File: src/rtl/scan_pkg.sv
// Shared constants and types for the scan frame controller.
// Optional WAIT timeout is enabled by defining SCAN_TIMEOUT_EN.
package scan_pkg;

  localparam int FRAME_W = 45;
  localparam int RESP_W  = 34;
  localparam int CNT_W   = 6;

  localparam logic [1:0] CMD_WR = 2'b01;
  localparam logic [1:0] CMD_RD = 2'b10;

  localparam logic [1:0] ST_OK      = 2'b00;
  localparam logic [1:0] ST_TIMEOUT = 2'b01;
  localparam logic [1:0] ST_ABORT   = 2'b10;
  localparam logic [1:0] ST_OVERRUN = 2'b11;

  typedef enum logic [1:0] {
    S_IDLE,
    S_SHIFT,
    S_ISSUE,
    S_WAIT
  } state_e;

  function automatic logic is_xfer(input logic [1:0] cmd);
    return (cmd == CMD_WR) || (cmd == CMD_RD);
  endfunction

endpackage

File: src/rtl/scan_timeout_ctr.sv
// WAIT-state cycle counter; expire marks the LIMIT-th enabled cycle.
// Only instantiated when SCAN_TIMEOUT_EN is defined.
module scan_timeout_ctr #(
  parameter int LIMIT = 16
) (
  input  logic clk,
  input  logic rst_n,
  input  logic load,
  input  logic en,
  output logic expire
);

  localparam int W = $clog2(LIMIT + 1);

  logic [W-1:0] cnt;

  assign expire = en && (cnt == W'(LIMIT - 1));

  always_ff @(posedge clk or negedge rst_n) begin
    if (!rst_n) begin
      cnt <= '0;
    end else if (load) begin
      cnt <= '0;
    end else if (en && !expire) begin
      cnt <= cnt + 1'b1;
    end
  end

endmodule

File: src/rtl/scan_frame_ctrl.sv
// Serial scan frame to mem/reg transaction bridge.
// Define SCAN_TIMEOUT_EN to bound the WAIT state by TIMEOUT_CYCLES.
module scan_frame_ctrl
  import scan_pkg::*;
#(
  parameter int TIMEOUT_CYCLES = 16
) (
  input  logic        clk,
  input  logic        rst_n,
  input  logic        scan_en,
  input  logic        scan_in,
  output logic        scan_out,
  output logic        scan_busy,
  output logic        scan_ren,
  output logic        scan_wen,
  output logic [10:0] scan_addr,
  output logic [31:0] scan_wdata,
  input  logic [31:0] scan_rdata,
  input  logic        scan_ready
);

  state_e             state;
  logic [CNT_W-1:0]   cnt;
  logic [FRAME_W-2:0] frame;
  logic [RESP_W-1:0]  resp;
  logic               ovr;
  logic               is_rd;
  logic [FRAME_W-1:0] frame_nx;
  logic [1:0]         cmd_nx;
  logic               tmo;
  logic [1:0]         done_st;

  assign frame_nx = {frame, scan_in};
  assign cmd_nx   = frame_nx[FRAME_W-1 -: 2];
  assign scan_out = resp[RESP_W-1];
  assign done_st  = (ovr || scan_en) ? ST_OVERRUN : ST_OK;

`ifdef SCAN_TIMEOUT_EN
  scan_timeout_ctr #(
    .LIMIT (TIMEOUT_CYCLES)
  ) u_tmo (
    .clk    (clk),
    .rst_n  (rst_n),
    .load   (state == S_ISSUE),
    .en     (state == S_WAIT),
    .expire (tmo)
  );
`else
  logic unused_tmo;
  assign unused_tmo = (TIMEOUT_CYCLES > 0);
  assign tmo = 1'b0;
`endif

  always_ff @(posedge clk or negedge rst_n) begin
    if (!rst_n) begin
      state      <= S_IDLE;
      cnt        <= '0;
      frame      <= '0;
      resp       <= '0;
      ovr        <= 1'b0;
      is_rd      <= 1'b0;
      scan_busy  <= 1'b0;
      scan_ren   <= 1'b0;
      scan_wen   <= 1'b0;
      scan_addr  <= '0;
      scan_wdata <= '0;
    end else begin
      scan_ren <= 1'b0;
      scan_wen <= 1'b0;
      unique case (state)
        S_IDLE: begin
          if (scan_en) begin
            state <= S_SHIFT;
            frame <= {{(FRAME_W-2){1'b0}}, scan_in};
            cnt   <= CNT_W'(1);
            resp  <= resp << 1;
          end
        end
        S_SHIFT: begin
          if (scan_en) begin
            frame <= frame_nx[FRAME_W-2:0];
            resp  <= resp << 1;
            cnt   <= cnt + 1'b1;
            if (cnt == CNT_W'(FRAME_W - 1)) begin
              cnt <= '0;
              if (is_xfer(cmd_nx)) begin
                state      <= S_ISSUE;
                scan_busy  <= 1'b1;
                scan_addr  <= frame_nx[42:32];
                scan_wdata <= frame_nx[31:0];
                scan_wen   <= (cmd_nx == CMD_WR);
                scan_ren   <= (cmd_nx == CMD_RD);
                is_rd      <= (cmd_nx == CMD_RD);
              end else begin
                state <= S_IDLE;
                resp  <= {ST_ABORT, 32'h0};
              end
            end
          end else begin
            state <= S_IDLE;
            cnt   <= '0;
            resp  <= {ST_ABORT, 32'h0};
          end
        end
        S_ISSUE, S_WAIT: begin
          if (scan_en) ovr <= 1'b1;
          if (scan_ready) begin
            state     <= S_IDLE;
            scan_busy <= 1'b0;
            ovr       <= 1'b0;
            resp      <= {done_st, is_rd ? scan_rdata : 32'h0};
          end else if (tmo) begin
            state     <= S_IDLE;
            scan_busy <= 1'b0;
            ovr       <= 1'b0;
            resp      <= {ST_TIMEOUT, 32'h0};
          end else begin
            state <= S_WAIT;
          end
        end
        default: state <= S_IDLE;
      endcase
    end
  end

endmodule

File: config.mk
export PLATFORM = sky130hd
export DESIGN_NAME = scan_frame_ctrl
export DESIGN_NICKNAME = d
export VERILOG_FILES = /design/src/rtl/scan_pkg.sv /design/src/rtl/scan_timeout_ctr.sv /design/src/rtl/scan_frame_ctrl.sv
export SDC_FILE = /design/constraint.sdc
export NUM_CORES = 1
export LEC_CHECK = 0
export CORE_ASPECT_RATIO = 0.6
export CORE_MARGIN = 1
export CORE_UTILIZATION = 45
export DETAILED_ROUTE_END_ITERATION = 8
export PLACE_DENSITY = 0.68
export SLEW_MARGIN = 20
export SYNTH_ARGS = -nofsm -noshare
export SYNTH_HDL_FRONTEND = slang
export SYNTH_SLANG_ARGS = --single-unit
export TNS_END_PERCENT = 50
File: constraint.sdc
create_clock -name clk -period 6 [get_ports clk]
set_input_delay 0.6 -clock clk [delete_from_list [all_inputs] [get_ports clk]]
set_output_delay 0.6 -clock clk [all_outputs]
set_load 0.02 [all_outputs]
==> metrics.md, run 1 <==
| Metric | Value |
|---|---|
| Status | finished, final reports clean |
| Fin. Hold Viols | 0 |
| Area grow syn2layout | 26.1% |
| Worst hold margin | 0.121 ns |
| Clock sink count | 134 |
| Ant. Diodes | 0 |
| CP required | 6.30 ns |
| Max-slew headroom | 28.0% |
| Worst-path clk slew | 0.06 ns |
| Leakage | 3.51 nW |
| Num CTS Buffers | 17 |
| Compound-gate portion of the synthesized area | 21.3% |
| CTS tree | built |
| RSZ-0062 raised after global routing | no |
| Via density | 5.37 |
| Combinational family with the most area after synthesis | compound AO/OA/AOI/OAI gates |
| Layout cells sized above 1 | 13.4% |
| Routed Antenna Nets | 0 |
| Placement Rows | 32 |
| Clock Latency Late Sink | 0.41 ns |
| MaxCap Viol Count | 0 |
| Die footprint | 0.0136 mm² |
| Synthesized area | 0.00591 mm² |
| Setup Viol. Count Final | 0 |
| GPL Wtd Cong | 0.740 |
| Slew Limit Fails | 0 |
| Yosys reg bits | 134 |
| CP Launch Type | primary input |
| Root buffer cell | clkbuf_16 |
| Maximum vdd drop | 0.188 mV |
| Core ar. | 0.0128 mm² |
| Hold-fix buffers, CTS | 0 |
| Largest net degree at the start of global routing | 82 |
| Via count | 4,291 |
| Filler cells | 1,048 |
| Skew final | 0.00835 ns |
| Post-CTS sizing | 0 |
| Max clock buf depth | 2 |
| Die Height | 90.8 µm |
| Asr flop ratio synth | 100% |
| Unique masters post-synth | 37 |
| Post-detail-place hpwl | 7500 µm |
| Slowest CP cell | nor2_4 |
| Multiplexer share of the synthesized area | 8.57% |
| H-Tree Depth | 4 |
| FMAX | 315 MHz |
| Final worst-path cycle share | 52.8% |
| Initial core utilization | 46.1% |
| PortBufs | 83 |
| Mapped Avg Cell Area | 10.8 µm² |
| Post-Synth XOR/XNOR Area | 0% |
| Top Ports | 84 |
| Slowest stage delay, CP | 1.06 ns |
| Sequential share of the synthesized area | 56.7% |
| Nets | 658 |
| Avg WL per Cell | 15.9 µm |
| Synth Area in Adders | 1.06% |
| Simple-gate area share of the yosys netlist | 6.71% |
| Remaining Overflow, GRT | 0 |
| Power Total | 2.14 mW |
| First-pass GRT wire length | 21,100 µm |
| Crit path max fanout | 48 |
| Cells after Synth | 548 |
| Mapped Nets | 590 |
| Vias in the first global route | 4,170 |
| Total GRT Usage | 20.0% |
| Initial DRC count | 252 |
| CP cell instances | clkdlybuf4s50_1, buf_4, nand2b_2, nor2_4, o211ai_1, o41ai_1 |
| EDFF count, synth | 0 |
| CP Capture Type | flop |
| Setup TNS | 0 ns |
| Reg2Reg Setup Slack | 3.19 ns |
| HP Class | in2async |
| Router iterations before antenna repair | 7 |
| CP startpoint | scan_en |
| CP arrival | 3.47 ns |
| Worst Tran Pin Value | 1.08 ns |
| WL final | 12,700 µm |
| DRC Markers | 0 |
| Post-CTS Setup Inserts | 0 |
| Die X-Extent | 150 µm |
| Power Density | 287 mW/mm² |
| Crit Path Category | in2reg |
| Min cycle time layout | 3.17 ns |
| Worst r2r src | state[1]$_DFFE_PN0P_ |
| Synth warn | 0 |
| Synth Flop Type | dfrtp_1 |
| Antenna violations before repair | 0 |
-- cell type report --
type	count	area [µm²]	area share, %
sequential	134	3350	45.0
multi-input combinational	335	2250	30.2
timing repair buffer	90	905	12.1
clock buffer	17	425	5.71
tap	170	213	2.85
clock inverter	15	165	2.22
inverter	38	143	1.91
-- synthesized netlist by cell type (all sizes together) (2+ instances only) --
| cell | n | area share [%] |
|---|---|---|
| a21oi | 70 | 5.9 |
| nor2 | 35 | 2.2 |
| a22o | 43 | 6.4 |
| inv | 38 | 2.4 |
| ha | 5 | 1.1 |
| o41ai | 2 | 0.30 |
| clkbuf | 27 | 1.7 |
| mux2 | 45 | 8.6 |
| nand3 | 2 | 0.17 |
| and3 | 2 | 0.21 |
| o21ai | 37 | 3.1 |
| buf | 14 | 1.5 |
| nand2 | 39 | 2.6 |
| and2 | 2 | 0.21 |
| nor3 | 2 | 0.36 |
| nand2b | 4 | 0.42 |
| a211oi | 2 | 0.25 |
| nand4 | 2 | 0.21 |
| a21o | 32 | 4.1 |
| dfrtp | 134 | 57 |
-- worst paths after layout --
path | end | depth (start not counted)
min in group clk | cnt[5]$_DFFE_PN0P_ | 1
min reg2reg | cnt[5]$_DFFE_PN0P_ | 1
max reg2reg | cnt[5]$_DFFE_PN0P_ | 5
max | cnt[5]$_DFFE_PN0P_ | 6
min | resp[11]$_DFFE_PN0P_ | 1
max in group asynchronous | frame[40]$_DFFE_PN0P_ | 3
-- state kept, by name (all words and copies together), names as in the netlist --
| signal | count |
|---|---|
| frame | 44 |
| resp | 34 |
| scan_wdata | 32 |
| scan_addr | 11 |
| cnt | 6 |
| state | 2 |
| is_rd | 1 |
| ovr | 1 |
| scan_busy | 1 |
| scan_ren | 1 |
| scan_wen | 1 |
-- report_power, final --
group | leakage, nW | internal [mW] | switching (mW) | total (mW)
Sequential | 1.80 | 0.939 | 0.0289 | 0.967
Combinational | 1.43 | 0.0616 | 0.0872 | 0.149
Clock | 0.284 | 0.590 | 0.433 | 1.02
Total | 3.51 | 1.59 | 0.549 | 2.14
-- metrics by stage --
step                cells  utilization, %  cell area, µm²  setup slack (ns)
finish                799            58.2            7450              2.83
global route          799            58.2            7450              2.59
CTS                   798            57.9            7420              2.87
detailed placement    766            53.3            6830              2.43
global placement      766            53.3            6830              2.50
floorplan             548               -            5910              4.02
-- cell usage in the layout, fill, tap and decap left out, types with 2 or more instances in the layout --
cell type        Yosys  final
dfrtp_1            134    133
clkdlybuf4s50_1      0     82
a21oi_1             70     70
a22o_1              43     43
inv_1               38     38
nand2_1             38     37
o21ai_0             37     37
mux2_2              36     36
nor2_1              35     34
a21o_1              32     32
clkbuf_16            0     17
mux2_1               9      9
buf_4                1      6
ha_1                 5      5
inv_6                0      5
nand2b_1             4      3
clkinv_4             0      3
inv_8                0      3
and2_1               2      2
and3_1               2      2
nand4_1              2      2
nand3_1              2      2
o41ai_1              2      2
a211oi_1             2      2
clkinvlp_4           0      2
-- cells by family (layout without fill, tap and decap cells) --
logic type	Yosys count	after routing
AOI/OAI and AO/OA	195	195
adders and majority gates	5	5
buffers and inverters	79	160
DFF	134	134
muxes	45	45
and+or+nand+nor	90	90
-- routing by layer --
layer	part of all wire (%)	track usage (%)	up-vias
met5	0	0	-
met4	0.63	5.72	0
met3	4.8	4.55	6
met2	45	29.4	109
met1	50	29.4	2122
li1	-	-	2054
-- critical path: cells and delay by family --
family | cells | cell delay, ns
AOI/OAI and AO/OA | 2 | 0.30
and+or+nand+nor | 2 | 1.71
buffers and inverters | 2 | 0.84
Note: power is estimated with default switching activity, not from simulation.
==> run 2, diff against run 1 <==
PLACE_DENSITY = 0.7   (was 0.68)
clock period = 2.9 ns   (was 6 ns; I/O delays follow)
==> metrics.md, run 2 (synthesis gave the netlist of run 1 again) <==
| Metric | Value |
|---|---|
| Status | finished, final reports clean (unchanged) |
| Nets | 666 (was 658) |
| GPL Wtd Cong | 0.787 (was 0.740) |
| Setup Viol. Count Final | 0 (unchanged) |
| Ant. Diodes | 0 (unchanged) |
| Via count | 4,320 (was 4,291) |
| Busiest grt layer | met1 (was met2) |
| Layout cells sized above 1 | 13.5% (was 13.4%) |
| Die X-Extent | 150 µm (unchanged) |
| RSZ-0062 raised after global routing | no (unchanged) |
| Vias in the first global route | 4,304 (was 4,170) |
| Initial core utilization | 46.1% (unchanged) |
| Crit path max fanout | 26 (was 48) |
| Slowest stage delay, CP | 0.41 ns (was 1.06 ns) |
| Fin area | 0.00748 mm² (was 0.00745 mm²) |
| Slowest CP cell | dfrtp_1 (was nor2_4) |
| Via density | 5.37 (about the same) |
| Power Total | 4.40 mW (was 2.14 mW) |
| Worst Tran Pin Value | 0.623 ns (was 1.08 ns) |
| PortBufs | 83 (unchanged) |
| Fin. Hold Viols | 0 (unchanged) |
| Skew final | 0.00723 ns (was 0.00835 ns) |
| CP arrival | 2.42 ns (was 3.47 ns) |
| Routing usage on met2 | 27.7% (was 29.4%) |
| Worst hold margin | 0.432 ns (was 0.121 ns) |
| Post-detail-place hpwl | 7730 µm (was 7500 µm) |
| CP Launch Type | flop (was primary input) |
| Combinational share of power | 6.9% (was 7.0%) |
| Register share of total power | 45.6% (was 45.2%) |
| Leakage | 3.55 nW (was 3.51 nW) |
| First-pass GRT wire length | 21,500 µm (was 21,100 µm) |
| Antenna violations before repair | 0 (unchanged) |
| Num CTS Buffers | 17 (unchanged) |
| HP Class | in2async (unchanged) |
| Core ar. | 0.0128 mm² (unchanged) |
| Area grow syn2layout | 26.6% (was 26.1%) |
| Max-slew headroom | 58.5% (was 28.0%) |
| Initial DRC count | 291 (was 252) |
| Final worst-path cycle share | 73.4% |
| Router iterations before antenna repair | 4 (was 7) |
| Max FFs per register | 44 (unchanged) |
| Sw Ratio | 22.8% (was 25.7%) |
| CTS tree | built (unchanged) |
| Top flop regs | frame: 44 flops, resp: 34 flops, scan_wdata: 32 flops (unchanged) |
| Avg WL per Cell | 15.5 µm (was 15.9 µm) |
| Largest net degree at the start of global routing | 72 (was 82) |
| Switching Power | 1.00 mW (was 0.549 mW) |
| Clock sink count | 134 (unchanged) |
| Crit-path leading delay family | simple AND/OR/NAND/NOR gates (unchanged) |
| Power Density | 588 mW/mm² (was 287 mW/mm²) |
| P_int | 3.39 mW (was 1.59 mW) |
| Commonest non-fill, non-tap cell in the layout | dfrtp_1 (unchanged) |
| Most frequent cells in the layout | dfrtp_1, clkdlybuf4s50_1, a21oi_1, a22o_1 (was dfrtp_1, clkdlybuf4s50_1, a21oi_1, a22o_1, inv_1) |
| Remaining Overflow, GRT | 0 (unchanged) |
| Placed cell area | 0.00690 mm² (was 0.00683 mm²) |
| MaxCap Viol Count | 0 (unchanged) |
| Placed Instances | 774 (was 766) |
| Met1 usage | 30.3% (was 29.4%) |
| Total GRT Usage | 20.1% (was 20.0%) |
| Finished Layout Cells | 805 (was 799) |
| Maximum vdd drop | 0.391 mV (was 0.188 mV) |
| WL final | 12,500 µm (was 12,700 µm) |
| Min cycle time layout | 2.13 ns |
| FMAX | 470 MHz |
| WP buf/inv | 2 (unchanged) |
| H-Tree Depth | 4 (unchanged) |
| Slew Limit Fails | 0 (unchanged) |
| Clock Power Share | 47.5% (was 47.8%) |
| Root buffer cell | clkbuf_16 (unchanged) |
| Post-CTS Setup Inserts | 0 (unchanged) |
| Worst-path clk slew | 0.05 ns (was 0.06 ns) |
| CP cell instances | inv_1, ha_1, and3b_2, nand2_4, nor3_4, buf_4, mux2_2 (was clkdlybuf4s50_1, buf_4, nand2b_2, nor2_4, o211ai_1, o41ai_1) |
| Placement Rows | 32 (unchanged) |
| CP required | 3.19 ns (was 6.30 ns) |
| DRC Markers | 0 (unchanged) |
| Crit Path Category | reg2reg (was in2reg) |
| Max clock buf depth | 2 (unchanged) |
| Routed Antenna Nets | 0 (unchanged) |
| Setup TNS | 0 ns (unchanged) |
| Largest register by flop count | frame (unchanged) |
| Die Height | 90.8 µm (unchanged) |
| Clock Latency Late Sink | 0.41 ns (about the same) |
| GR Util met3 | 5.05% (was 4.55%) |
| Die footprint | 0.0136 mm² (unchanged) |
| CP Capture Type | flop (unchanged) |
| Top Ports | 84 (unchanged) |
==> run 2: repair_timing <==
item,in CTS,in global routing
endpoints found under the setup margin,0,0
resized for setup,0,0
hold buffers,1,0
hold endpoints to repair,63,0
==> run 2: power groups by stage <==
stage | clock network [mW] | registers, mW | logic, mW
floorplan | 0 | 2.02 | 0.172
global placement | 0 | 2.03 | 0.293
detailed placement | 0 | 2.03 | 0.305
CTS | 2.13 | 2.00 | 0.310
global route | 2.21 | 2.01 | 0.354
finish | 2.09 | 2.00 | 0.305
==> run 2: per-stage QoR <==
step	worst slack, ns	utilization, %
global placement	0.707	53.8
finish	0.770	58.4
global route	0.675	58.4
CTS	0.764	58.4
floorplan	0.924	-
detailed placement	0.646	53.8
==> run 2: routing by layer <==
metal / vias up / wire length [µm] / share of wire, %
met5: - / 0 / 0
met4: 0 / 166 / 1.3
met3: 18 / 628 / 5.0
met2: 115 / 5450 / 44
met1: 2119 / 6200 / 50
li1: 2068 / - / -
==> run 2: area by class of cell <==
cell class | count | area, µm²
multi-input combinational | 335 | 2240
clock buffer | 22 | 474
fill | 1057 | 5330
sequential | 134 | 3350
clock inverter | 8 | 100
timing repair buffer | 98 | 960
tap | 170 | 213
inverter | 38 | 143
==> run 2: worst paths after layout <==
check / from / end / slack, ns / cells after the start
worst max register to register: cnt[0]$_DFFE_PN0P_ / scan_wdata[1]$_DFFE_PN0P_ / 0.77 / 7
worst min register to register: scan_busy$_DFFE_PN0P_ / scan_busy$_DFFE_PN0P_ / 0.48 / 1
max in group asynchronous: rst_n / scan_addr[9]$_DFFE_PN0P_ / 1.68 / 3
min in group clk: scan_busy$_DFFE_PN0P_ / scan_busy$_DFFE_PN0P_ / 0.48 / 1
worst min-delay path: rst_n / resp[10]$_DFFE_PN0P_ / 0.43 / 2
worst max-delay path: cnt[0]$_DFFE_PN0P_ / scan_wdata[1]$_DFFE_PN0P_ / 0.77 / 7
==> run 2: worst reg2reg max path: stages, from the launching register on <==
cell,delay (ns)
dfrtp_1,0.41
inv_1,0.11
ha_1,0.18
and3b_2,0.27
nand2_4,0.09
nor3_4,0.19
buf_4,0.37
mux2_2,0.40
